### src/rtl/seqcordic_mixer_ctrl.sv
// Sample sequencer around the DPLL's sequential CORDIC rotator: attaches an NCO phase,
// issues one rotation, waits for the result, removes the CORDIC gain and presents it downstream.
module seqcordic_mixer_ctrl #(
  parameter int          IW      = 16,
  parameter int          OW      = 16,
  parameter int          PW      = 32,
  parameter logic [15:0] GAIN    = 16'hdbd9,
  parameter int          TIMEOUT = 32
) (
  input  logic                 i_clk,
  input  logic                 i_reset,
  // Streams use strict valid/ready: a beat transfers on a rising edge where valid and
  // ready are both high; the source holds valid and data stable until that edge.
  input  logic                 s_valid,
  output logic                 s_ready,
  input  logic signed [IW-1:0] s_xval,
  input  logic signed [IW-1:0] s_yval,
  input  logic [PW-1:0]        i_phase_step,
  input  logic                 i_phase_load,
  input  logic [PW-1:0]        i_phase_init,
  output logic                 c_stb,
  output logic [IW-1:0]        c_xval,
  output logic [IW-1:0]        c_yval,
  output logic [PW-1:0]        c_phase,
  input  logic                 c_busy,
  input  logic                 c_done,
  input  logic signed [OW-1:0] c_xres,
  input  logic signed [OW-1:0] c_yres,
  output logic                 m_valid,
  input  logic                 m_ready,
  output logic [OW-1:0]        m_xval,
  output logic [OW-1:0]        m_yval,
  output logic [PW-1:0]        m_phase,
  output logic                 o_err
);

  typedef enum logic [2:0] {
    ST_IDLE  = 3'd0,
    ST_ISSUE = 3'd1,
    ST_WAIT  = 3'd2,
    ST_SCALE = 3'd3,
    ST_HOLD  = 3'd4
  } state_t;

  localparam int CW = $clog2(TIMEOUT + 1);
  localparam logic [CW-1:0] TO_LAST = CW'(TIMEOUT - 1);
  localparam int XW = OW + 17;
  localparam logic signed [XW-1:0] C_RND  = XW'(32768);
  localparam logic signed [XW-1:0] C_GAIN = {{(OW + 1){1'b0}}, GAIN};

  state_t              r_state;
  state_t              w_next;
  logic [PW-1:0]       r_acc;
  logic [CW-1:0]       r_cnt;
  logic [IW-1:0]       r_cx, r_cy;
  logic [PW-1:0]       r_cphase;
  logic signed [OW-1:0] r_xres, r_yres;
  logic [OW-1:0]       r_mx, r_my;
  logic [PW-1:0]       r_mphase;
  logic                r_err;
  logic                w_accept;
  logic                w_timeout;
  logic signed [XW-1:0] w_rnd_x, w_rnd_y;
  logic                w_unused;

  assign w_accept  = (r_state == ST_IDLE) && s_valid;
  assign w_timeout = (r_state == ST_WAIT) && !c_done && (r_cnt == TO_LAST);

  // Sign-extended multiply by the Q0.16 gain, then +0.5 LSB so the floor shift rounds half up.
  assign w_rnd_x = {{17{r_xres[OW-1]}}, r_xres} * C_GAIN + C_RND;
  assign w_rnd_y = {{17{r_yres[OW-1]}}, r_yres} * C_GAIN + C_RND;
  assign w_unused = ^{w_rnd_x[15:0], w_rnd_x[XW-1], w_rnd_y[15:0], w_rnd_y[XW-1]};

  always_ff @(posedge i_clk) begin
    if (i_reset) r_state <= ST_IDLE;
    else         r_state <= w_next;
  end

  always_comb begin
    w_next = r_state;
    case (r_state)
      ST_IDLE:  if (s_valid) w_next = ST_ISSUE;
      ST_ISSUE: if (!c_busy) w_next = ST_WAIT;
      ST_WAIT: begin
        if (c_done)         w_next = ST_SCALE;
        else if (w_timeout) w_next = ST_IDLE;
      end
      ST_SCALE: w_next = ST_HOLD;
      ST_HOLD:  if (m_ready) w_next = ST_IDLE;
      default:  w_next = ST_IDLE;
    endcase
  end

  always_comb begin
    s_ready = 1'b0;
    c_stb   = 1'b0;
    m_valid = 1'b0;
    case (r_state)
      ST_IDLE:  s_ready = 1'b1;
      ST_ISSUE: c_stb   = !c_busy;
      ST_HOLD:  m_valid = 1'b1;
      default:  ;
    endcase
  end

  always_ff @(posedge i_clk) begin
    if (i_reset) begin
      r_acc    <= '0;
      r_cnt    <= '0;
      r_cx     <= '0;
      r_cy     <= '0;
      r_cphase <= '0;
      r_xres   <= '0;
      r_yres   <= '0;
      r_mx     <= '0;
      r_my     <= '0;
      r_mphase <= '0;
      r_err    <= 1'b0;
    end else begin
      // The sample accepted alongside a load still takes the pre-load accumulator.
      if (i_phase_load)  r_acc <= i_phase_init;
      else if (w_accept) r_acc <= r_acc + i_phase_step;
      if (w_accept) begin
        r_cx     <= s_xval;
        r_cy     <= s_yval;
        r_cphase <= r_acc;
      end
      if (r_state == ST_ISSUE)     r_cnt <= '0;
      else if (r_state == ST_WAIT) r_cnt <= r_cnt + 1'b1;
      if ((r_state == ST_WAIT) && c_done) begin
        r_xres <= c_xres;
        r_yres <= c_yres;
      end
      if (r_state == ST_SCALE) begin
        r_mx     <= w_rnd_x[OW+15:16];
        r_my     <= w_rnd_y[OW+15:16];
        r_mphase <= r_cphase;
      end
      if (w_timeout) r_err <= 1'b1;
    end
  end

  assign c_xval  = r_cx;
  assign c_yval  = r_cy;
  assign c_phase = r_cphase;
  assign m_xval  = r_mx;
  assign m_yval  = r_my;
  assign m_phase = r_mphase;
  assign o_err   = r_err;

endmodule

### config.mk
export PLATFORM = sky130hd
export DESIGN_NAME = seqcordic_mixer_ctrl
export DESIGN_NICKNAME = d
export VERILOG_FILES = /design/src/rtl/seqcordic_mixer_ctrl.sv
export SDC_FILE = /design/constraint.sdc
export NUM_CORES = 1
export LEC_CHECK = 0
export CAP_MARGIN = 20
export CELL_PAD_IN_SITES_DETAIL_PLACEMENT = 2
export CELL_PAD_IN_SITES_GLOBAL_PLACEMENT = 2
export CORE_ASPECT_RATIO = 2
export CORE_MARGIN = 10
export CORE_UTILIZATION = 28
export DETAILED_ROUTE_END_ITERATION = 12
export GPL_TIMING_DRIVEN = 0
export PLACE_DENSITY_LB_ADDON = 0.1
export SYNTH_ARGS = -nofsm -noshare
export SYNTH_HDL_FRONTEND = slang
export SYNTH_SLANG_ARGS = --single-unit
### constraint.sdc
create_clock -name i_clk -period 8.21 [get_ports i_clk]
set_input_delay 1.642 -clock i_clk [delete_from_list [all_inputs] [get_ports i_clk]]
set_output_delay 1.642 -clock i_clk [all_outputs]
set_load 0.02 [all_outputs]
**Word-level counts from Yosys, hierarchy flattened**

Cells that the tools add are included.

- $add $sub $neg: 4
- Multipliers: 2
- Divide/modulo/power cells: 0
- $lt $le $gt $ge: 0
- Eq/ne operators: 9
- Shift-type cells: 0
- Multiplexer cells: 11
- Bitwise gates (word level): 0
- Reduce and logical (&&, ||, !) cells: 10

Operators by type and width:

| kind | count |
|---|---|
| 32-bit by 16-bit adder with 32-bit output (second input constant) | 2 |
| 16-bit by 17-bit multiplier with 32-bit output (second input constant) | 2 |
| 32-bit 2-to-1 mux | 2 |
| 32-bit adder | 1 |
| 3-bit 2-to-1 mux | 5 |
| 3-bit case mux with 5 select lines | 1 |
| 6-bit by 1-bit adder with 6-bit output (second input constant) | 1 |
| 3-bit by 2-bit == test with 1-bit output (second input constant) | 2 |
| 6-bit by 5-bit == test with 1-bit output (second input constant) | 1 |
| 2-bit != test (second input constant) | 3 |
| 1-bit logical AND | 4 |
| 4-bit AND reduction | 1 |
| 3-bit by 1-bit == test with 1-bit output (second input constant) | 1 |
| 3-bit == test (second input constant) | 1 |
| 3-bit logical NOT | 1 |
| 1-bit 2-to-1 mux | 3 |
| 3-bit != test (second input constant) | 1 |
| 1-bit logical NOT | 2 |
| 2-bit nonzero test | 1 |
| 2-bit OR reduction | 1 |

- Register bits: 202
- Bits in latches: 0
- RAM bits: 0
- Memory bits (read-only): 0
- Input bits: 135
- Output and inout bits: 132
- Logic and storage cells: 48
- Memories: 0

**Longest topological paths before layout**

- Depth in word-level cells: 6
- Mapped depth: 21
- Gate-level depth less buffers: 21

**Worst setup path after synthesis**

Ideal clock, no wire load.

- Path type: register to register
- Start point: register r_xres[6]
- End point: register r_mx[15] (netlist: m_xval[15])
- Library setup time: 74 ps
- Arrival: 5432 ps
- Required time: 8136 ps
- Setup slack: 2703 ps
- Stages on the path, launching flop included: 18
- Buffers on the path: 0
- Clock period less this slack: 5507 ps
- Path through: dfxtp_1 -> fa_1 -> fa_1 -> fa_1 -> fa_1 -> fa_1 -> inv_1 -> fa_1 -> inv_1 -> ha_1 -> nand4_1 -> a211oi_1 -> a32oi_1 -> and4bb_1 -> o31ai_2 -> nand2_1 -> or4_1 -> a31oi_1

- Word-level cells in the longest chain between the ends: 2

Ends and longest elaborated chain:

| what | line | text |
|---|---|---|
| from (decl) | 57 | `logic signed [OW-1:0] r_xres, r_yres;` |
| from (signal assigned) | 131 | `r_xres <= c_xres;` |
| 16-bit by 17-bit multiplier with 32-bit output | 70 | `assign w_rnd_x = {{17{r_xres[OW-1]}}, r_xres} * C_GAIN + C_RND;` |
| 32-bit by 16-bit adder with 32-bit output | 70 |  |
| to (signal assigned) | 135 | `r_mx <= w_rnd_x[OW+15:16];` |
| to (decl) | 58 | `logic [OW-1:0] r_mx, r_my;` |

Every way passes these cells.
A chain may end at the register's enable or synchronous reset.

**Worst setup path after layout**

Same ends and word-level chain as after synthesis.

==> impl_metrics.env <==
export IMPL_seq_area_frac_synth_pct=21.5
export IMPL_dieHeight_um=386
export IMPL_cp_max_fo=8
export IMPL_startpoint_type="flop"
export IMPL_grt_util_all_layers_pct=20.4
export IMPL_grt_pass1_wl_um=120000
export IMPL_cts_root_buf="clkbuf_16"
export IMPL_antenna_found_initial=6
export IMPL_leakage_uw=0.0111
export IMPL_core_area_um2=66600
export IMPL_postRouteAntennaNets=0
export IMPL_synth_most_common_cell="inv_1"
export IMPL_num_vias=16300
export IMPL_drtPass1Iterations=4
export IMPL_ys_ff_latch=202
export IMPL_totalWireLength_um=79300
export IMPL_final_core_util_pct=35.0
export IMPL_hold_ws_ns=0.455
export IMPL_period_needed_ns=6.86
export IMPL_synth_area_per_cell_um2=8.79
export IMPL_worstSkewPairLatency_ns=0.58
export IMPL_num_nets_final=3045
export IMPL_synth_top_cell_by_area="fa_1"
export IMPL_critical_path_class="flop to flop"
export IMPL_power_density_nw_per_um2=166
export IMPL_routabilityCongestion=0.893
export IMPL_synth_commonest_cells="inv_1, nand2_1, ha_1, a21oi_1, fa_1"
export IMPL_tightest_slew_ns=0.995
export IMPL_netlist_cell_type_count=70
export IMPL_dp_slack_ns=1.40
export IMPL_finalSetupTns_ns=0
export IMPL_die_w_um=203
export IMPL_slew_limit_headroom_pct=33.7
export IMPL_setup_viol_count_final=0
export IMPL_wl_per_cell_um=23.8
export IMPL_cts_tree="done"
export IMPL_fmax_ghz=0.146
export IMPL_path_clk_slew_ns=0.07
export IMPL_clk_path_buf_depth=3
export IMPL_cts_sinks=202
export IMPL_syn2layout_area_growth_pct=24.0
export IMPL_seq_area_um2=4040
export IMPL_synthTopCellsByArea="fa_1, dfxtp_1, ha_1"
export IMPL_multi_input_area_um2=13100
export IMPL_grt_remaining_overflow=0
export IMPL_std_cell_rows=134
export IMPL_synth_area_um2=18800
export IMPL_htree_levels=1
export IMPL_ioPinCount=267
export IMPL_ys_flop_type="dfxtp_1"
export IMPL_finClkSkew_ns=0.0368
export IMPL_dpl_hpwl_um=69000
export IMPL_hold_violations=0
export IMPL_synth_edf_count=0
export IMPL_postCtsSetupRepairBufs=0
export IMPL_cts_inserted_buffers=23
export IMPL_rsz0062_at_grt="false"
export IMPL_drc_errors=0
export IMPL_viasPerCell=4.89
export IMPL_drt_iter0_drc=459
export IMPL_maxCapViolCount=0
export IMPL_ys_warn_count=0
export IMPL_drv_slew=0
export IMPL_final_fill_count=7534
export IMPL_grt_max_degree=13
export IMPL_hold_buffers=0
export IMPL_setup_ws_ns=1.35
export IMPL_cts_resized=0
export IMPL_finalCritPeriodShare_pct=83.5
export IMPL_syn_inst=2137
export IMPL_synth_async_reset_ratio_pct=0
export IMPL_die_area_um2=78500
export IMPL_synth_top_area_share_pct=22.7
export IMPL_cp_arrival_ns=7.35
export IMPL_status="finished, final reports clean"
export IMPL_ir_drop_mv=0.171
export IMPL_critical_path_endpoint_type="flop"
export IMPL_grt_pass1_vias=19400
export IMPL_drive_gt1_share_pct=2.13
export IMPL_required_ns=8.70
export IMPL_start_util_pct=28.2
export IMPL_syn_nets=2755
export IMPL_hold_class="flop to flop"
export IMPL_numPortBuffers=265
## routing by layer
layer  global-route usage, %  vias up  share of wire (%)
met3                    5.37      120                6.3
li1                        -     7615                  -
met5                       0        -              0.068
met2                    40.8      357                 56
met4                    7.93       10                4.0
met1                    19.0     8185                 33
## kinds of logic after synthesis
| family | count (synthesis) | synth area share [%] |
|---|---|---|
| simple gates | 545 | 12.9 |
| fa+ha+maj | 483 | 40.7 |
| compound gates | 433 | 14.1 |
| buf+inv | 427 | 8.55 |
| flops | 202 | 21.5 |
| xor+xnor | 42 | 1.96 |
| mux | 5 | 0.273 |
## cell usage in the layout (no fill, tap or decap), drive strengths merged, types with 4 or more instances in the layout
master	n
nor3	24
buf	16
dfxtp	202
a21o	44
nand4	15
nand2b	6
a2111oi	5
o211a	8
a21oi	230
xnor2	24
o21ai	59
a31oi	10
clkinv	6
xor2	18
o311ai	5
or4	6
o211ai	4
nand3b	8
nand2	342
a211oi	15
fa	213
or3	8
and4	6
nand3	29
mux2i	4
inv	348
ha	270
clkdlybuf4s50	265
o21bai	5
nor2	58
o31ai	6
nor3b	5
and2	5
nor2b	6
clkbuf	96
and3	20
o21a	8
a221oi	7
## path summary, 6_finish.rpt
check,start,endpoint,slack (ns),depth (start not counted)
max,r_xres[6],m_xval[15],1.35,17
min,c_yval[1],c_yval[1],0.46,2
max reg2reg,r_xres[6],m_xval[15],1.35,17
min reg2reg,c_yval[1],c_yval[1],0.46,2
## cell type report
class	instances	area share, %
sequential	202	17.4
tap	884	4.75
multi-input combinational	1508	56.4
antenna	3	0.0322
clock inverter	7	0.290
timing repair buffer	265	11.4
inverter	348	5.61
buffer	79	1.28
clock buffer	33	2.89
## flip-flops by register name, indices dropped and copies added, names as in the netlist
signal and count:
r_cnt 6, r_yres 16, c_phase 32, m_phase 32, r_xres 16, m_yval 16, m_xval 16, o_err 1
c_yval 16, r_state 3, r_acc 32, c_xval 16
## through the flow
step                      std cells  area, um^2  power (uW)
after floorplan                2137       18800        2130
after global placement         3286       22500        2790
after detailed placement       3286       22500        2840
after CTS                      3326       23300        3950
after global routing           3326       23300        4160
final                          3329       23300        3870
## worst max-delay path: stages (launching register included)
cell and delay (ns):
dfxtp_1 0.60, fa_1 0.54, fa_1 0.60, fa_1 0.46, fa_1 0.51, fa_1 0.53
inv_1 0.06, fa_1 0.48, inv_1 0.04, ha_1 0.31, nand2_1 0.06, o21ai_0 0.54
a32oi_1 0.38, and4bb_1 0.38, o31ai_2 0.50, nand2_1 0.13, or4_1 0.48, a31oi_1 0.18
## power breakdown
part           leakage [uW]  total (uW)  internal, uW  switching, uW
Sequential          0.00164        1140          1060           80.4
Clock              0.000370        1070           600            473
Combinational       0.00909        1660           633           1020
(Power assumes the default switching activity.)
